===== config.mk =====
export PLATFORM = sky130hd
export DESIGN_NAME = uart_tx_mmio_fifo
export DESIGN_NICKNAME = d
export VERILOG_FILES = /design/src/rtl/uart_mmio_pkg.sv /design/src/rtl/sync_fifo_byte.sv /design/src/rtl/uart_tx_mmio_fifo.sv
export SDC_FILE = /design/constraint.sdc
export NUM_CORES = 1
export LEC_CHECK = 0
export ABC_AREA = 1
export BUFFER_PORTS_ARGS = -buffer_cell sky130_fd_sc_hd__buf_4
export CAP_MARGIN = 20
export CORE_ASPECT_RATIO = 1.4
export CORE_MARGIN = 2
export CORE_UTILIZATION = 43
export CTS_CLUSTER_SIZE = 30
export DETAILED_ROUTE_END_ITERATION = 7
export GPL_ROUTABILITY_DRIVEN = 1
export PLACE_DENSITY = 0.69
export REMOVE_ABC_BUFFERS = 1
export SETUP_SLACK_MARGIN = 0.5
export SYNTH_ARGS = -nofsm -noshare
export SYNTH_HDL_FRONTEND = slang
export SYNTH_SLANG_ARGS = --single-unit

===== constraint.sdc =====
create_clock -name clk -period 6.8 [get_ports clk]
set_input_delay 1.36 -clock clk [delete_from_list [all_inputs] [get_ports clk]]
set_output_delay 1.36 -clock clk [all_outputs]
set_load 0.1 [all_outputs]

===== src/rtl/uart_mmio_pkg.sv =====
// Shared types and register-map constants for the UART TX MMIO FIFO responder.
package uart_mmio_pkg;

  typedef enum logic [1:0] {
    TXF_IDLE      = 2'd0,
    TXF_SEND      = 2'd1,
    TXF_WAIT_DONE = 2'd2
  } txf_state_t;

  // Register select is A[2]
  localparam logic OFF_TXDATA = 1'b0;
  localparam logic OFF_STATUS = 1'b1;

  localparam int unsigned ST_FULL_BIT  = 0;
  localparam int unsigned ST_EMPTY_BIT = 1;
  localparam int unsigned ST_BUSY_BIT  = 2;
  localparam int unsigned ST_OVF_BIT   = 3;
  localparam int unsigned ST_COUNT_LSB = 8;

endpackage


===== src/rtl/sync_fifo_byte.sv =====
// Byte-wide synchronous FIFO with power-of-two depth and wrapping pointers.
module sync_fifo_byte #(
  parameter int unsigned DEPTH = 8
) (
  input  logic                     clk,
  input  logic                     rst,
  input  logic                     push,
  input  logic                     pop,
  input  logic [7:0]               din,
  output logic [7:0]               dout,
  output logic                     full,
  output logic                     empty,
  output logic [$clog2(DEPTH):0]   count
);

  localparam int unsigned PTR_W = $clog2(DEPTH);
  localparam logic [PTR_W:0] DEPTH_C = (PTR_W + 1)'(DEPTH);

  logic [PTR_W-1:0] wr_ptr_q, wr_ptr_d;
  logic [PTR_W-1:0] rd_ptr_q, rd_ptr_d;
  logic [PTR_W:0]   count_q, count_d;
  logic [7:0]       mem_q [DEPTH];
  logic             push_ok;
  logic             pop_ok;

  assign full  = (count_q == DEPTH_C);
  assign empty = (count_q == '0);
  assign count = count_q;
  assign dout  = mem_q[rd_ptr_q];

  // A push into a full FIFO is still legal when the head leaves on the same edge
  assign pop_ok  = pop && !empty;
  assign push_ok = push && (!full || pop_ok);

  always_comb begin
    wr_ptr_d = wr_ptr_q;
    rd_ptr_d = rd_ptr_q;
    count_d  = count_q;
    if (push_ok) wr_ptr_d = wr_ptr_q + PTR_W'(1);
    if (pop_ok)  rd_ptr_d = rd_ptr_q + PTR_W'(1);
    case ({push_ok, pop_ok})
      2'b10:   count_d = count_q + (PTR_W + 1)'(1);
      2'b01:   count_d = count_q - (PTR_W + 1)'(1);
      default: count_d = count_q;
    endcase
  end

  always_ff @(posedge clk or negedge rst) begin
    if (!rst) begin
      wr_ptr_q <= '0;
      rd_ptr_q <= '0;
      count_q  <= '0;
    end else begin
      wr_ptr_q <= wr_ptr_d;
      rd_ptr_q <= rd_ptr_d;
      count_q  <= count_d;
    end
  end

  always_ff @(posedge clk) begin
    if (push_ok) mem_q[wr_ptr_q] <= din;
  end

endmodule


===== src/rtl/uart_tx_mmio_fifo.sv =====
// MMIO responder: core stores fill a byte FIFO that a drain FSM feeds to the UART TX.
module uart_tx_mmio_fifo
  import uart_mmio_pkg::*;
#(
  parameter int unsigned           DATA_WIDTH = 32,
  parameter int unsigned           ADDR_WIDTH = 32,
  parameter logic [ADDR_WIDTH-1:0] BASE_ADDR  = 32'h1001_0040,
  parameter int unsigned           DEPTH      = 8
) (
  input  logic                  clk,
  input  logic                  rst,
  input  logic                  re,
  input  logic                  we,
  input  logic [ADDR_WIDTH-1:0] A,
  input  logic [DATA_WIDTH-1:0] WD,
  output logic [DATA_WIDTH-1:0] RD,
  output logic                  sel,
  output logic [7:0]            tx_data,
  output logic                  tx_valid,
  input  logic                  tx_ready,
  input  logic                  tx_done,
  output logic                  irq_empty
);

  localparam int unsigned CNT_W = $clog2(DEPTH) + 1;

  txf_state_t       state_q, state_d;
  logic             ovf_q, ovf_d;
  logic             wr_txdata, wr_status;
  logic             pop, push_ok, ovf_set, ovf_clr;
  logic             fifo_full, fifo_empty;
  logic [7:0]       fifo_dout;
  logic [CNT_W-1:0] fifo_count;
  logic [DATA_WIDTH-1:0] status;
  logic             unused_bits;

  assign unused_bits = ^{WD[DATA_WIDTH-1:8], A[1:0]};

  assign sel       = (A[ADDR_WIDTH-1:3] == BASE_ADDR[ADDR_WIDTH-1:3]);
  assign wr_txdata = we && sel && (A[2] == OFF_TXDATA);
  assign wr_status = we && sel && (A[2] == OFF_STATUS);

  assign pop     = (state_q == TXF_SEND) && tx_ready;
  assign push_ok = wr_txdata && (!fifo_full || pop);
  assign ovf_set = wr_txdata && fifo_full && !pop;
  assign ovf_clr = wr_status && WD[ST_OVF_BIT];

  sync_fifo_byte #(
    .DEPTH(DEPTH)
  ) u_fifo (
    .clk   (clk),
    .rst   (rst),
    .push  (push_ok),
    .pop   (pop),
    .din   (WD[7:0]),
    .dout  (fifo_dout),
    .full  (fifo_full),
    .empty (fifo_empty),
    .count (fifo_count)
  );

  always_comb begin
    ovf_d = ovf_q;
    if (ovf_clr) ovf_d = 1'b0;
    if (ovf_set) ovf_d = 1'b1;
  end

  always_comb begin
    state_d  = state_q;
    tx_valid = 1'b0;
    tx_data  = '0;
    case (state_q)
      TXF_IDLE: begin
        if (fifo_count != '0) state_d = TXF_SEND;
      end
      TXF_SEND: begin
        tx_valid = 1'b1;
        tx_data  = fifo_dout;
        if (tx_ready) state_d = TXF_WAIT_DONE;
      end
      TXF_WAIT_DONE: begin
        // No pop here, so the post-edge count is the current count plus any push
        if (tx_done) state_d = ((fifo_count != '0) || push_ok) ? TXF_SEND : TXF_IDLE;
      end
      default: state_d = TXF_IDLE;
    endcase
  end

  always_ff @(posedge clk or negedge rst) begin
    if (!rst) begin
      state_q <= TXF_IDLE;
      ovf_q   <= 1'b0;
    end else begin
      state_q <= state_d;
      ovf_q   <= ovf_d;
    end
  end

  always_comb begin
    status                            = '0;
    status[ST_FULL_BIT]               = fifo_full;
    status[ST_EMPTY_BIT]              = fifo_empty;
    status[ST_BUSY_BIT]               = (state_q != TXF_IDLE);
    status[ST_OVF_BIT]                = ovf_q;
    status[ST_COUNT_LSB +: CNT_W]     = fifo_count;
    RD = '0;
    if (re && sel && (A[2] == OFF_STATUS)) RD = status;
  end

  assign irq_empty = fifo_empty && (state_q == TXF_IDLE);

endmodule


==> impl_results.md <==
* Cts hold-fix bufs at 0
* Grt ovf at 0
* Initial DRT Pass Iterations at 7
* GP Congestion at 0.802
* Vias per cell at 5.00
* CP Buf/Inv Count at 2
* # diodes at 0
* Nets at 510
* DRC viols at 0
* Synth Instances at 366
* DP Wirelength at 5.17 mm
* CP cell instances: buf_4 -> nor2_1 -> nand2_1 -> nor2_1 -> nand2_1 -> nor2_4 -> nand3_1 -> nor3_1 -> buf_4
* Initial antenna violation count at 0
* Endpoints failing setup at 0
* Max-slew violation count at 0
* Startpoint types: primary input
* RR Startpoint: state_q[1]
* Sequential element share of the synthesized area at 0.611
* Status: completed
* F_max at 240 MHz
* Core area at 8250 um^2
* Buffers on Ports at 62
* CP Launch Point: A[9]
* P_leak at 1.79 nW
* Post-Route WL at 7.67 mm
* Min Tclk post-route at 4170 ps
* Crit-path slowest cell: buf_4
* Post-CTS setup buffers at 0
* Clk Latency, worst-skew pair at 330 ps
* Vias at 2703
* Required @ worst endpoint at 5440 ps
* Worst path top cell family by delay: simple AND/OR/NAND/NOR gates
* Total track usage at 0.181
* Clk buf depth at 2
* Die height at 113 um
* Die footprint at 9320 um^2
* Setup ws final at 2630 ps
* Worst Clk Skew at 4.61 ps
* Pwr/cell area at 402 nW/um^2
* WP data arrival at 2810 ps
* Slew headroom at 0.351
* Share of layout cells above drive strength 1 at 0.194
* Cell variety after synth at 26
* Final hold violation count at 0
* Hold Startpoint: ovf_q
* Drt wl/cell at 14.2 um
* Pre-CTS setup slack at 2600 ps
* # rows at 39
* Final ANT Viol Nets at 0
* Most frequent cells in the layout: nor2_1, buf_4, edfxtp_1, o21ai_0, nand2_1
* First-pass GRT wire length at 12.2 mm
* Vias in the first global route at 2558
* Tcrit/Tclk final at 0.614
* Num CTS Buffers at 9
* Mean Syn Cell Area at 10.1 um^2
* CTS H-Tree Depth at 3
* Max rail drop VDD at 259 uV
* # clock sinks at 77
* Syn Std Cell Area at 3680 um^2
* Initial Util at 0.446
* Hold WC Path Type: register to register
* RSZ-0062 raised after global routing: no
* Max cap viols at 0
* Critical path type: primary input to output port
* Worst-Margin Slew at 973 ps
* Worst hold-check slack at 499 ps
* Die Wd at 82.2 um
* Flops & latches, synth at 77
* DR iter-0 viols at 185
* Slowest stage delay, CP at 320 ps
* Root buffer cell: clkbuf_16
* Post-CTS sizing at 0
* Clock slew at reported path FFs at 50 ps
* CTS tree: built
* Yosys warns at 0
* Setup tns final at 0 ps
* Most common cell after layout, fill and taps aside: nor2_1
* Largest net degree at the start of global routing at 34
* Max FO, Critical Path at 8
* I/O Pins at 113
* Area growth syn-to-layout at 20.7%
* Setup crit end kind: output port
-- sequential cells by signal, indices dropped and copies added, names as in the netlist --
name,count
u_fifo.mem_q,64
u_fifo.count,4
u_fifo.rd_ptr_q,3
u_fifo.wr_ptr_q,3
state_q,2
ovf_q,1
-- cell families (layout without fill, tap and decap cells) --
| kind of cell | after synthesis | count (layout) | share of synthesized area |
|---|---|---|---|
| simple gates | 150 | 150 | 0.170 |
| flops | 77 | 77 | 0.611 |
| compound gates | 64 | 64 | 0.0925 |
| buf+inv | 61 | 111 | 0.0898 |
| xor+xnor | 8 | 8 | 0.0190 |
| fa+ha+maj | 5 | 5 | 0.0170 |
| other cells | 1 | 24 | 0.00102 |
-- report_power, final --
| group | total, mW | leakage [nW] | internal [mW] | switching, mW |
|---|---|---|---|---|
| Combinational | 0.805 | 0.934 | 0.186 | 0.618 |
| Sequential | 0.576 | 0.733 | 0.539 | 0.0371 |
| Clock | 0.406 | 0.122 | 0.240 | 0.166 |
| Total | 1.79 | 1.79 | 0.965 | 0.821 |
-- worst reg2reg max path, stage by stage, from the launching register on --
cell     delay (ps)
dfrtp_1         380
inv_1           110
nand2_1          80
nor2_1          130
inv_1            70
nand2_1         150
nand4_4         250
ha_1            320
xor2_1          180
ha_1            190
a21oi_1         150
xor2_1          150
o21ai_0          80
-- through the flow --
step | total power, mW | utilization | instances | cell area (um^2)
floorplan | 1.20 | - | 355 | 3540
global placement | 1.38 | 0.508 | 526 | 4190
detailed placement | 1.39 | 0.508 | 526 | 4190
CTS | 1.80 | 0.539 | 541 | 4440
global route | 1.89 | 0.539 | 541 | 4440
finish | 1.79 | 0.539 | 541 | 4440
-- final timing paths --
path / to / slack, ps / depth (start not counted)
worst max register to register: u_fifo.count[2] / 4420 / 12
min in group asynchronous: u_fifo.count[0] / 860 / 1
max in group asynchronous: u_fifo.wr_ptr_q[2] / 5770 / 1
worst max-delay path: RD[0] / 2630 / 9
worst min-delay path: ovf_q / 500 / 2
worst min register to register: ovf_q / 500 / 2
-- cells in the mapped netlist --
| master | instances | share of area |
|---|---|---|
| xor2_1 | 6 | 0.014 |
| clkinv_1 | 1 | 0.0010 |
| conb_1 | 1 | 0.0010 |
| nor3_1 | 9 | 0.012 |
| nand3_1 | 8 | 0.011 |
| buf_4 | 24 | 0.049 |
| dfrtp_1 | 13 | 0.088 |
| nand3b_1 | 1 | 0.0020 |
| nor2_4 | 1 | 0.0031 |
| nor2_2 | 2 | 0.0034 |
| edfxtp_1 | 64 | 0.52 |
| o21ai_0 | 45 | 0.061 |
| ha_1 | 5 | 0.017 |
| xnor2_1 | 2 | 0.0048 |
| nand2_1 | 40 | 0.041 |
| o21ai_1 | 1 | 0.0014 |
| o22ai_1 | 8 | 0.014 |
| buf_6 | 1 | 0.0031 |
| nor2_1 | 85 | 0.087 |
| inv_1 | 26 | 0.027 |
| clkbuf_1 | 6 | 0.0061 |
| nand4_1 | 3 | 0.0051 |
| a21oi_1 | 2 | 0.0027 |
| buf_2 | 3 | 0.0041 |
| a31oi_1 | 8 | 0.014 |
| nand4_4 | 1 | 0.0058 |
-- cell type report --
type	count	area, um^2
clock buffers	11	233
multi-input cells	251	1200
clock inverters	4	16.3
repair buffers	69	518
fillers	758	3800
inverters	27	101
well taps	102	128
flip-flops and latches	77	2250
-- per-layer routing --
metal  wire (um)  track usage  up-vias
met5           0            0        -
met4         156       0.0800        0
met3         405       0.0467        9
met2        3910        0.314       93
met1        3190        0.203     1262
li1            -            -     1339
Power figures use the tool's default switching activity.
